**src/rtl/voice_mixer.sv**
```systemverilog
`default_nettype none
// +--------------------------------------------------------------------------+
// | voice_mixer: scans NUM_CHANNELS voices per sample_tick and sums the gated |
// | wave samples into one mixed output. Option macro: MIX_SATURATE_EN.        |
// | Revision: 1.0                                                             |
// +--------------------------------------------------------------------------+
module voice_mixer #(
  parameter int WIDTH        = 18,
  parameter int NUM_CHANNELS = 16,
  parameter int PIPE_LAT     = 1
) (
  input  logic                                    clk,
  input  logic                                    rst,
  input  logic                                    sample_tick,
  input  logic [NUM_CHANNELS-1:0]                 note_active,
  input  logic signed [WIDTH-1:0]                 wave_in,
  output logic [NUM_CHANNELS-1:0]                 chan_sel,
  output logic                                    busy,
  output logic signed [WIDTH-1:0]                 mix_out,
  output logic                                    mix_valid,
  output logic                                    overrun,
  output logic [$clog2(NUM_CHANNELS+1)-1:0]       active_cnt
);

  localparam int c_LOG2N = $clog2(NUM_CHANNELS);
  localparam int c_AW    = WIDTH + c_LOG2N;
  localparam int c_CW    = $clog2(NUM_CHANNELS + 1);

  typedef enum logic [1:0] {
    IDLE  = 2'd0,
    SCAN  = 2'd1,
    DRAIN = 2'd2,
    DONE  = 2'd3
  } state_t;

  state_t                   r_state;
  state_t                   w_state_next;
  logic [c_LOG2N-1:0]       r_idx;
  logic [1:0]               r_drain_cnt;
  logic [PIPE_LAT-1:0]      r_gate_pipe;
  logic signed [c_AW-1:0]   r_acc;
  logic signed [c_AW-1:0]   w_acc_next;
  logic signed [c_AW-1:0]   w_wave_ext;
  logic [c_CW-1:0]          r_cnt;
  logic [c_CW-1:0]          w_cnt_next;
  logic                     w_gate_in;
  logic                     w_gate_out;
  logic [WIDTH-1:0]         w_mix_result;

  // Gate is captured while the channel is selected, so later note_active edits are ignored.
  assign w_gate_in  = (r_state == SCAN) && note_active[r_idx];
  assign w_gate_out = r_gate_pipe[PIPE_LAT-1];
  assign w_wave_ext = {{c_LOG2N{wave_in[WIDTH-1]}}, wave_in};
  assign w_acc_next = w_gate_out ? (r_acc + w_wave_ext) : r_acc;
  assign w_cnt_next = r_cnt + c_CW'(w_gate_out);
  assign busy       = (r_state != IDLE);

  generate
    if (PIPE_LAT == 1) begin : g_pipe_single
      always_ff @(posedge clk) begin
        if (rst) r_gate_pipe <= '0;
        else     r_gate_pipe <= w_gate_in;
      end
    end else begin : g_pipe_multi
      always_ff @(posedge clk) begin
        if (rst) r_gate_pipe <= '0;
        else     r_gate_pipe <= {r_gate_pipe[PIPE_LAT-2:0], w_gate_in};
      end
    end
  endgenerate

`ifdef MIX_SATURATE_EN
  localparam logic signed [c_AW-1:0] c_SAT_MAX = {{(c_LOG2N+1){1'b0}}, {(WIDTH-1){1'b1}}};
  localparam logic signed [c_AW-1:0] c_SAT_MIN = {{(c_LOG2N+1){1'b1}}, {(WIDTH-1){1'b0}}};
  always_comb begin
    w_mix_result = w_acc_next[WIDTH-1:0];
    if (w_acc_next > c_SAT_MAX)      w_mix_result = c_SAT_MAX[WIDTH-1:0];
    else if (w_acc_next < c_SAT_MIN) w_mix_result = c_SAT_MIN[WIDTH-1:0];
  end
`else
  // Dividing by the channel count keeps any full-scale mix inside WIDTH bits.
  always_comb begin
    w_mix_result = w_acc_next[c_AW-1:c_LOG2N];
  end
`endif

  always_comb begin
    w_state_next = r_state;
    case (r_state)
      IDLE:    if (sample_tick) w_state_next = SCAN;
      SCAN:    if (r_idx == c_LOG2N'(NUM_CHANNELS - 1)) w_state_next = DRAIN;
      DRAIN:   if (r_drain_cnt == 2'(PIPE_LAT - 1)) w_state_next = DONE;
      DONE:    w_state_next = IDLE;
      default: w_state_next = IDLE;
    endcase
  end

  always_comb begin
    chan_sel = '0;
    if (r_state == SCAN) chan_sel[r_idx] = 1'b1;
  end

  always_ff @(posedge clk) begin
    if (rst) begin
      r_state     <= IDLE;
      r_idx       <= '0;
      r_drain_cnt <= '0;
      r_acc       <= '0;
      r_cnt       <= '0;
      mix_out     <= '0;
      active_cnt  <= '0;
      mix_valid   <= 1'b0;
      overrun     <= 1'b0;
    end else begin
      r_state   <= w_state_next;
      overrun   <= sample_tick && (r_state != IDLE);
      mix_valid <= 1'b0;
      case (r_state)
        IDLE: begin
          if (sample_tick) begin
            r_idx <= '0;
            r_acc <= '0;
            r_cnt <= '0;
          end
        end
        SCAN: begin
          r_idx       <= r_idx + c_LOG2N'(1);
          r_drain_cnt <= '0;
          r_acc       <= w_acc_next;
          r_cnt       <= w_cnt_next;
        end
        DRAIN: begin
          r_drain_cnt <= r_drain_cnt + 2'd1;
          r_acc       <= w_acc_next;
          r_cnt       <= w_cnt_next;
          // The last channel's sample lands on this edge, so publish the bypassed sum.
          if (w_state_next == DONE) begin
            mix_out    <= w_mix_result;
            active_cnt <= w_cnt_next;
            mix_valid  <= 1'b1;
          end
        end
        default: ;
      endcase
    end
  end

endmodule
`default_nettype wire

```
**config.mk**
```make
export PLATFORM = sky130hd
export DESIGN_NAME = voice_mixer
export DESIGN_NICKNAME = d
export VERILOG_FILES = /design/src/rtl/voice_mixer.sv
export SDC_FILE = /design/constraint.sdc
export NUM_CORES = 1
export LEC_CHECK = 0
export CAP_MARGIN = 0
export CORE_ASPECT_RATIO = 1.5
export CORE_UTILIZATION = 45
export CTS_CLUSTER_DIAMETER = 100
export DETAILED_ROUTE_END_ITERATION = 6
export GPL_ROUTABILITY_DRIVEN = 0
export PLACE_DENSITY = 0.71
export SYNTH_ARGS = -nofsm -noshare
export SYNTH_HDL_FRONTEND = slang
export SYNTH_SLANG_ARGS = --single-unit
export TNS_END_PERCENT = 30
```
**constraint.sdc**
```tcl
create_clock -name clk -period 3.1 [get_ports clk]
set_clock_uncertainty 0.05 [all_clocks]
set_input_delay 0.465 -clock clk [delete_from_list [all_inputs] [get_ports clk]]
set_output_delay 0.465 -clock clk [all_outputs]
set_load 0.005 [all_outputs]
```
After elaboration in Yosys (flattened, before gate mapping)
Index checks and enable logic that the tools add are counted.
{ "totals": {"reg_bits": 61, "inputBits": 37, "elab_cells": 58, "out_inout_bits": 42} }
{ "classes": {"bitwise": 1, "mux": 18, "magnitude_cmp": 2, "n_eq_ne": 7, "reduce_logical": 15, "add_sub_neg": 4} }
{ "ops": {"columns": ["operator", "n"], "rows": [
  ["$mux 22", 2],
  ["$pmux 22 s2", 1],
  ["$add 22x18->22", 1],
  ["$mux 16", 1],
  ["$pmux 5 s2", 1],
  ["$pmux 2 s4", 1],
  ["$pmux 4 s2", 1],
  ["$reduce_bool 2->1", 4],
  ["$eq 2x2->1 const B", 3],
  ["$mux 2", 3],
  ["$reduce_and 2->1", 3],
  ["$add 5x1->5", 1],
  ["$lt 4x5->1 const B", 1],
  ["$mux 5", 1],
  ["$add 4x1->4 const B", 1],
  ["$bmux 1 s4", 1],
  ["$demux 1 s4", 1],
  ["$eq 4x4->1 const B", 1],
  ["$ge 4x1->1 const B", 1],
  ["$logic_not 2->1", 2],
  ["$mux 4", 1],
  ["$pmux 2 s2", 1],
  ["$reduce_or 2->1", 2],
  ["$logic_and 1x1->1", 3],
  ["other kinds (7)", 9]
]} }

Depth between registers and ports, before layout
{ "depth": {"ltp_word": 5, "mapped_depth": 11, "depth_no_buf": 10} }

Worst setup path after synthesis
OpenSTA, ideal clock, no wires.
{ "synth_timing": {"path_type": "input -> register", "startpoint": "input port wave_in[0]", "endpoint": "register mix_out[16]", "cell_stages": 10, "n_path_buf": 0, "setup_slack_ns": 0.561, "arrival_time_ns": 2.375, "path_cell_list": "ha_1 inv_1 fa_1 nor2b_1 o31a_1 o211ai_1 nand3_1 a2111oi_2 xor2_1 a2111oi_0"} }
{ "synth_via": {"elab_chain_cells": 2} }
{ "synth_rtl": {"columns": ["element", "line", "rtl"], "rows": [
  ["from (decl)", "16", "input logic signed [WIDTH-1:0] wave_in,"],
  ["$add 22x18->22", "54", "assign w_acc_next = w_gate_out ? (r_acc + w_wave_ext) : r_acc;"],
  ["$mux 22", "54", null],
  ["to (signal assigned)", "138", "mix_out <= w_mix_result;"],
  ["to (decl)", "19", "output logic signed [WIDTH-1:0] mix_out,"]
]} }
Every way passes these cells. The select of a mux whose other input is x is not followed.
A chain may end at the register's enable or synchronous reset.

Worst setup path after layout
Same ends and word-level chain as after synthesis.

==> impl_results.rst <==
.. list-table::
   :header-rows: 1

   * - Metric
     - Value
   * - Overall routed net length
     - about 11,000 µm
   * - Cell type with the largest total area after synthesis
     - sky130_fd_sc_hd__dfxtp_1
   * - Post-synth net total
     - roughly 550
   * - Layout net count
     - approximately 620
   * - Die area
     - 0.00910 mm²
   * - Max-capacitance violation count
     - 0
   * - Data required time of the worst path
     - approximately 3300 ps
   * - Root cell of the clock tree
     - sky130_fd_sc_hd__clkbuf_16
   * - Total global routing track utilization
     - 0.256
   * - Kind of cell with the highest combined delay on the critical path
     - compound AO/OA/AOI/OAI gates
   * - Total congestion overflow
     - 0
   * - YS warnings
     - 0
   * - Maximum number of pins on one net before global-route repair
     - 48
   * - Antenna viol nets, final
     - 0
   * - Wire length of the first global-routing pass
     - roughly 18,000 µm
   * - Clock buffers created by TritonCTS
     - 9
   * - Initial antenna violation count
     - 0
   * - Worst slew margin relative to its limit
     - 0.632
   * - Static Leak
     - 0.00195 µW
   * - Number of cells produced by synthesis
     - 479
   * - Post-synth ARST share
     - 0
   * - Area Growth Syn to Fin
     - 30.4%
   * - Sinks on Clock Net
     - between 60 and 70
   * - Routed via count
     - 3,810
   * - Top area cells in the synthesized netlist
     - sky130_fd_sc_hd__dfxtp_1 (31%), sky130_fd_sc_hd__ha_1 (9.9%), sky130_fd_sc_hd__nor2_1 (5.4%)
   * - Crit path DAT
     - just under 3000 ps
   * - Unrepaired setup endpoints after global routing
     - false
   * - Total power density per cell area
     - ~500 mW/mm²
   * - Class of the tightest hold or removal check
     - reg -> reg
   * - Result of the run
     - finished clean
   * - Sequence of cells on the critical path
     - clkdlybuf4s50_1, ha_1, inv_1, fa_1, nor2b_1, o31a_1, o211ai_1, nand3_1, a2111oi_2, xor2_1, a2111oi_0
   * - Antenna diode instance count
     - 0
   * - Number of vias per cell
     - between 5 and 6
   * - Maximum net fanout on the critical path
     - 4
   * - Total of flip-flops plus latches after synthesis
     - 61
   * - CTS Hold Buffers Added
     - 0
   * - Mean instance size in the synthesized netlist
     - just over 8 µm²
   * - Number of core rows
     - 41
   * - Critical Path Sink Type
     - flip-flop
   * - Number of endpoints failing setup at the final stage
     - 0
   * - Pre-CTS setup slack
     - -16.1 ps
   * - Clock tree from TritonCTS
     - done
   * - IR Drop Worst-Case VDD
     - 0.359 mV
   * - Highest cell delay on the worst timing path
     - about 400 ps
   * - Slowest stage cell, crit path
     - sky130_fd_sc_hd__clkdlybuf4s50_1
   * - Standard cell core area
     - between 0.008 and 0.009 mm²
   * - Number of global-route vias before repair
     - 3,754
   * - Bufs and invs on worst path
     - 2
   * - End-of-flow core utilization
     - 0.608
   * - Multi-input gate area in the final layout
     - around 0.0025 mm²
   * - Post-Place Cell Area
     - 0.00483 mm²
   * - CP Class
     - in -> reg
   * - Sequential-to-total area share from yosys stat
     - 0.312
   * - Fin crit share
     - 0.897
   * - Number of levels the H-tree was split into
     - 3
   * - Clock latency reported for the late side of the worst-skew pair
     - between 300 and 400 ps
   * - Count of cells resized by post-cts repair
     - 0
   * - Drt pass-1 iters
     - 4
   * - Number of enable-type register cells in the synthesized netlist
     - 0
   * - Buffer depth of the longest clock path
     - 2
   * - Effective utilization at floorplan
     - 0.466
   * - Number of distinct standard cells referenced by the synthesized netlist
     - 58
   * - Crit start category
     - input port
   * - Post-route standard cell area excluding fillers
     - just over 0.005 mm²
   * - Number of failing hold endpoints at the final stage
     - 0
   * - Number of fill cells in the layout
     - roughly 790
   * - Post-CTS repair timing setup buffer count
     - 0
   * - Flip-flop cell with the highest count after synthesis
     - sky130_fd_sc_hd__dfxtp_1
   * - Maximum clock frequency
     - ~360 MHz
   * - TNS Setup
     - 0 ps
   * - Number of placed instances, taps included
     - approximately 650
   * - Die height
     - around 120 µm
   * - First DRT Iteration DRCs
     - roughly 240
   * - Number of max-slew violations in the final report
     - 0
   * - Die width
     - 78.2 µm
   * - DR DRC count
     - 0
   * - PortBufs
     - between 70 and 80
   * - Final period demand of the worst path
     - approximately 2800 ps
   * - Slack of the critical path
     - 321 ps
   * - Netlist area before placement
     - 0.00392 mm²
   * - Estimated wirelength of the detail-placed design
     - about 8300 µm
   * - Area taken by flip-flops and latches
     - approximately 0.0012 mm²
   * - Area share of the largest cell type after synthesis
     - 0.312
   * - Clk slew on worst S/H paths
     - approximately 50 ps
   * - I/O pin count
     - 79
   * - Share of cells above drive strength 1
     - 0.0821
   * - Wire per inst
     - 16.6 µm
   * - Worst slew pin tran
     - ~550 ps
   * - Final standard cell count with taps included and fillers excluded
     - 667
[cells by family (layout without fill, tap and decap cells)]
logic type / count (synthesis) / count (layout) / synth area share
and+or+nand+nor: 169 / 169 / 0.198
AOI/OAI and AO/OA: 135 / 135 / 0.236
DFF: 61 / 61 / 0.312
buffers and inverters: 45 / 126 / 0.0463
adders and majority gates: 32 / 32 / 0.104
xor gates and xnor gates: 20 / 20 / 0.0447
muxes: 17 / 17 / 0.0597
[cell usage after synthesis (all sizes together) (2+ instances only)]
cell / count
or3: 4
nand2: 47
mux2i: 11
nor4b: 2
o21a: 2
ha: 31
mux4: 5
a211o: 2
dfxtp: 61
a2111oi: 5
xnor2: 10
o2111ai: 3
nor2: 56
a21o: 9
a221oi: 2
o21ai: 26
o211ai: 2
a22o: 2
a211oi: 11
a21oi: 35
nor2b: 4
o22ai: 2
and2: 4
nand2b: 5
xor2: 10
nand3: 16
and3: 12
inv: 16
clkbuf: 23
o31a: 2
buf: 6
nand4: 4
a31oi: 9
a22oi: 12
nor3: 12
o21bai: 4
[worst min-delay path, delay by kind of cell, from the launching register on]
family	cells	cell delay, ps
flip-flops	1	300
AND/OR/NAND/NOR	1	50
AO/OA/AOI/OAI	1	50
[layout make-up]
class | instances | share of cell area
repair buffers | 94 | 0.176
clock buffers | 11 | 0.0475
inverters | 16 | 0.0117
well taps | 107 | 0.0262
clock inverters | 5 | 0.00710
flip-flops and latches | 61 | 0.239
multi-input cells | 373 | 0.492
[power breakdown]
group / internal, µW / switching, µW
Clock: 561 / 376
Combinational: 300 / 389
Sequential: 834 / 47.6
[per-stage QoR]
step | hold slack, ps | power [µW]
floorplan | 382 | 1290
CTS | 403 | 2520
global placement | 391 | 1570
finish | 399 | 2510
global route | 434 | 2620
detailed placement | 396 | 1580
[routing by layer]
layer  vias to the layer above  part of all wire  track usage
li1                       1889                 -            -
met1                      1769              0.39        0.260
met2                       116              0.53        0.484
met3                        36             0.041       0.0469
met4                         0             0.046        0.151
met5                         -                 0            0
[path summary, 6_finish.rpt]
kind	end	slack (ps)	cells after the start	from
worst max-delay path	mix_out[16]	320	11	wave_in[0]
worst min-delay path	r_drain_cnt[1]	400	2	r_drain_cnt[1]
worst max register to register	mix_out[16]	560	10	r_acc[0]
worst min register to register	r_drain_cnt[1]	400	2	r_drain_cnt[1]
[cells in the final DEF (no fill, tap or decap), types with 11 or more instances in the layout]
master	n
sky130_fd_sc_hd__clkdlybuf4s50_1	78
sky130_fd_sc_hd__dfxtp_1	61
sky130_fd_sc_hd__nor2_1	56
sky130_fd_sc_hd__nand2_1	47
sky130_fd_sc_hd__a21oi_1	34
sky130_fd_sc_hd__ha_1	31
sky130_fd_sc_hd__o21ai_0	21
sky130_fd_sc_hd__inv_1	16
sky130_fd_sc_hd__nand3_1	16
sky130_fd_sc_hd__buf_4	16
sky130_fd_sc_hd__nor3_1	12
sky130_fd_sc_hd__and3_1	12
sky130_fd_sc_hd__a22oi_1	12
sky130_fd_sc_hd__mux2i_1	11
[registers in the layout, indices dropped and copies added (netlist names)]
signal and flops:
overrun 1, r_drain_cnt 2, mix_out 18, r_gate_pipe 1, active_cnt 5, r_state 2
r_acc 22, r_cnt 5, mix_valid 1, r_idx 4
(Power assumes the default switching activity.)
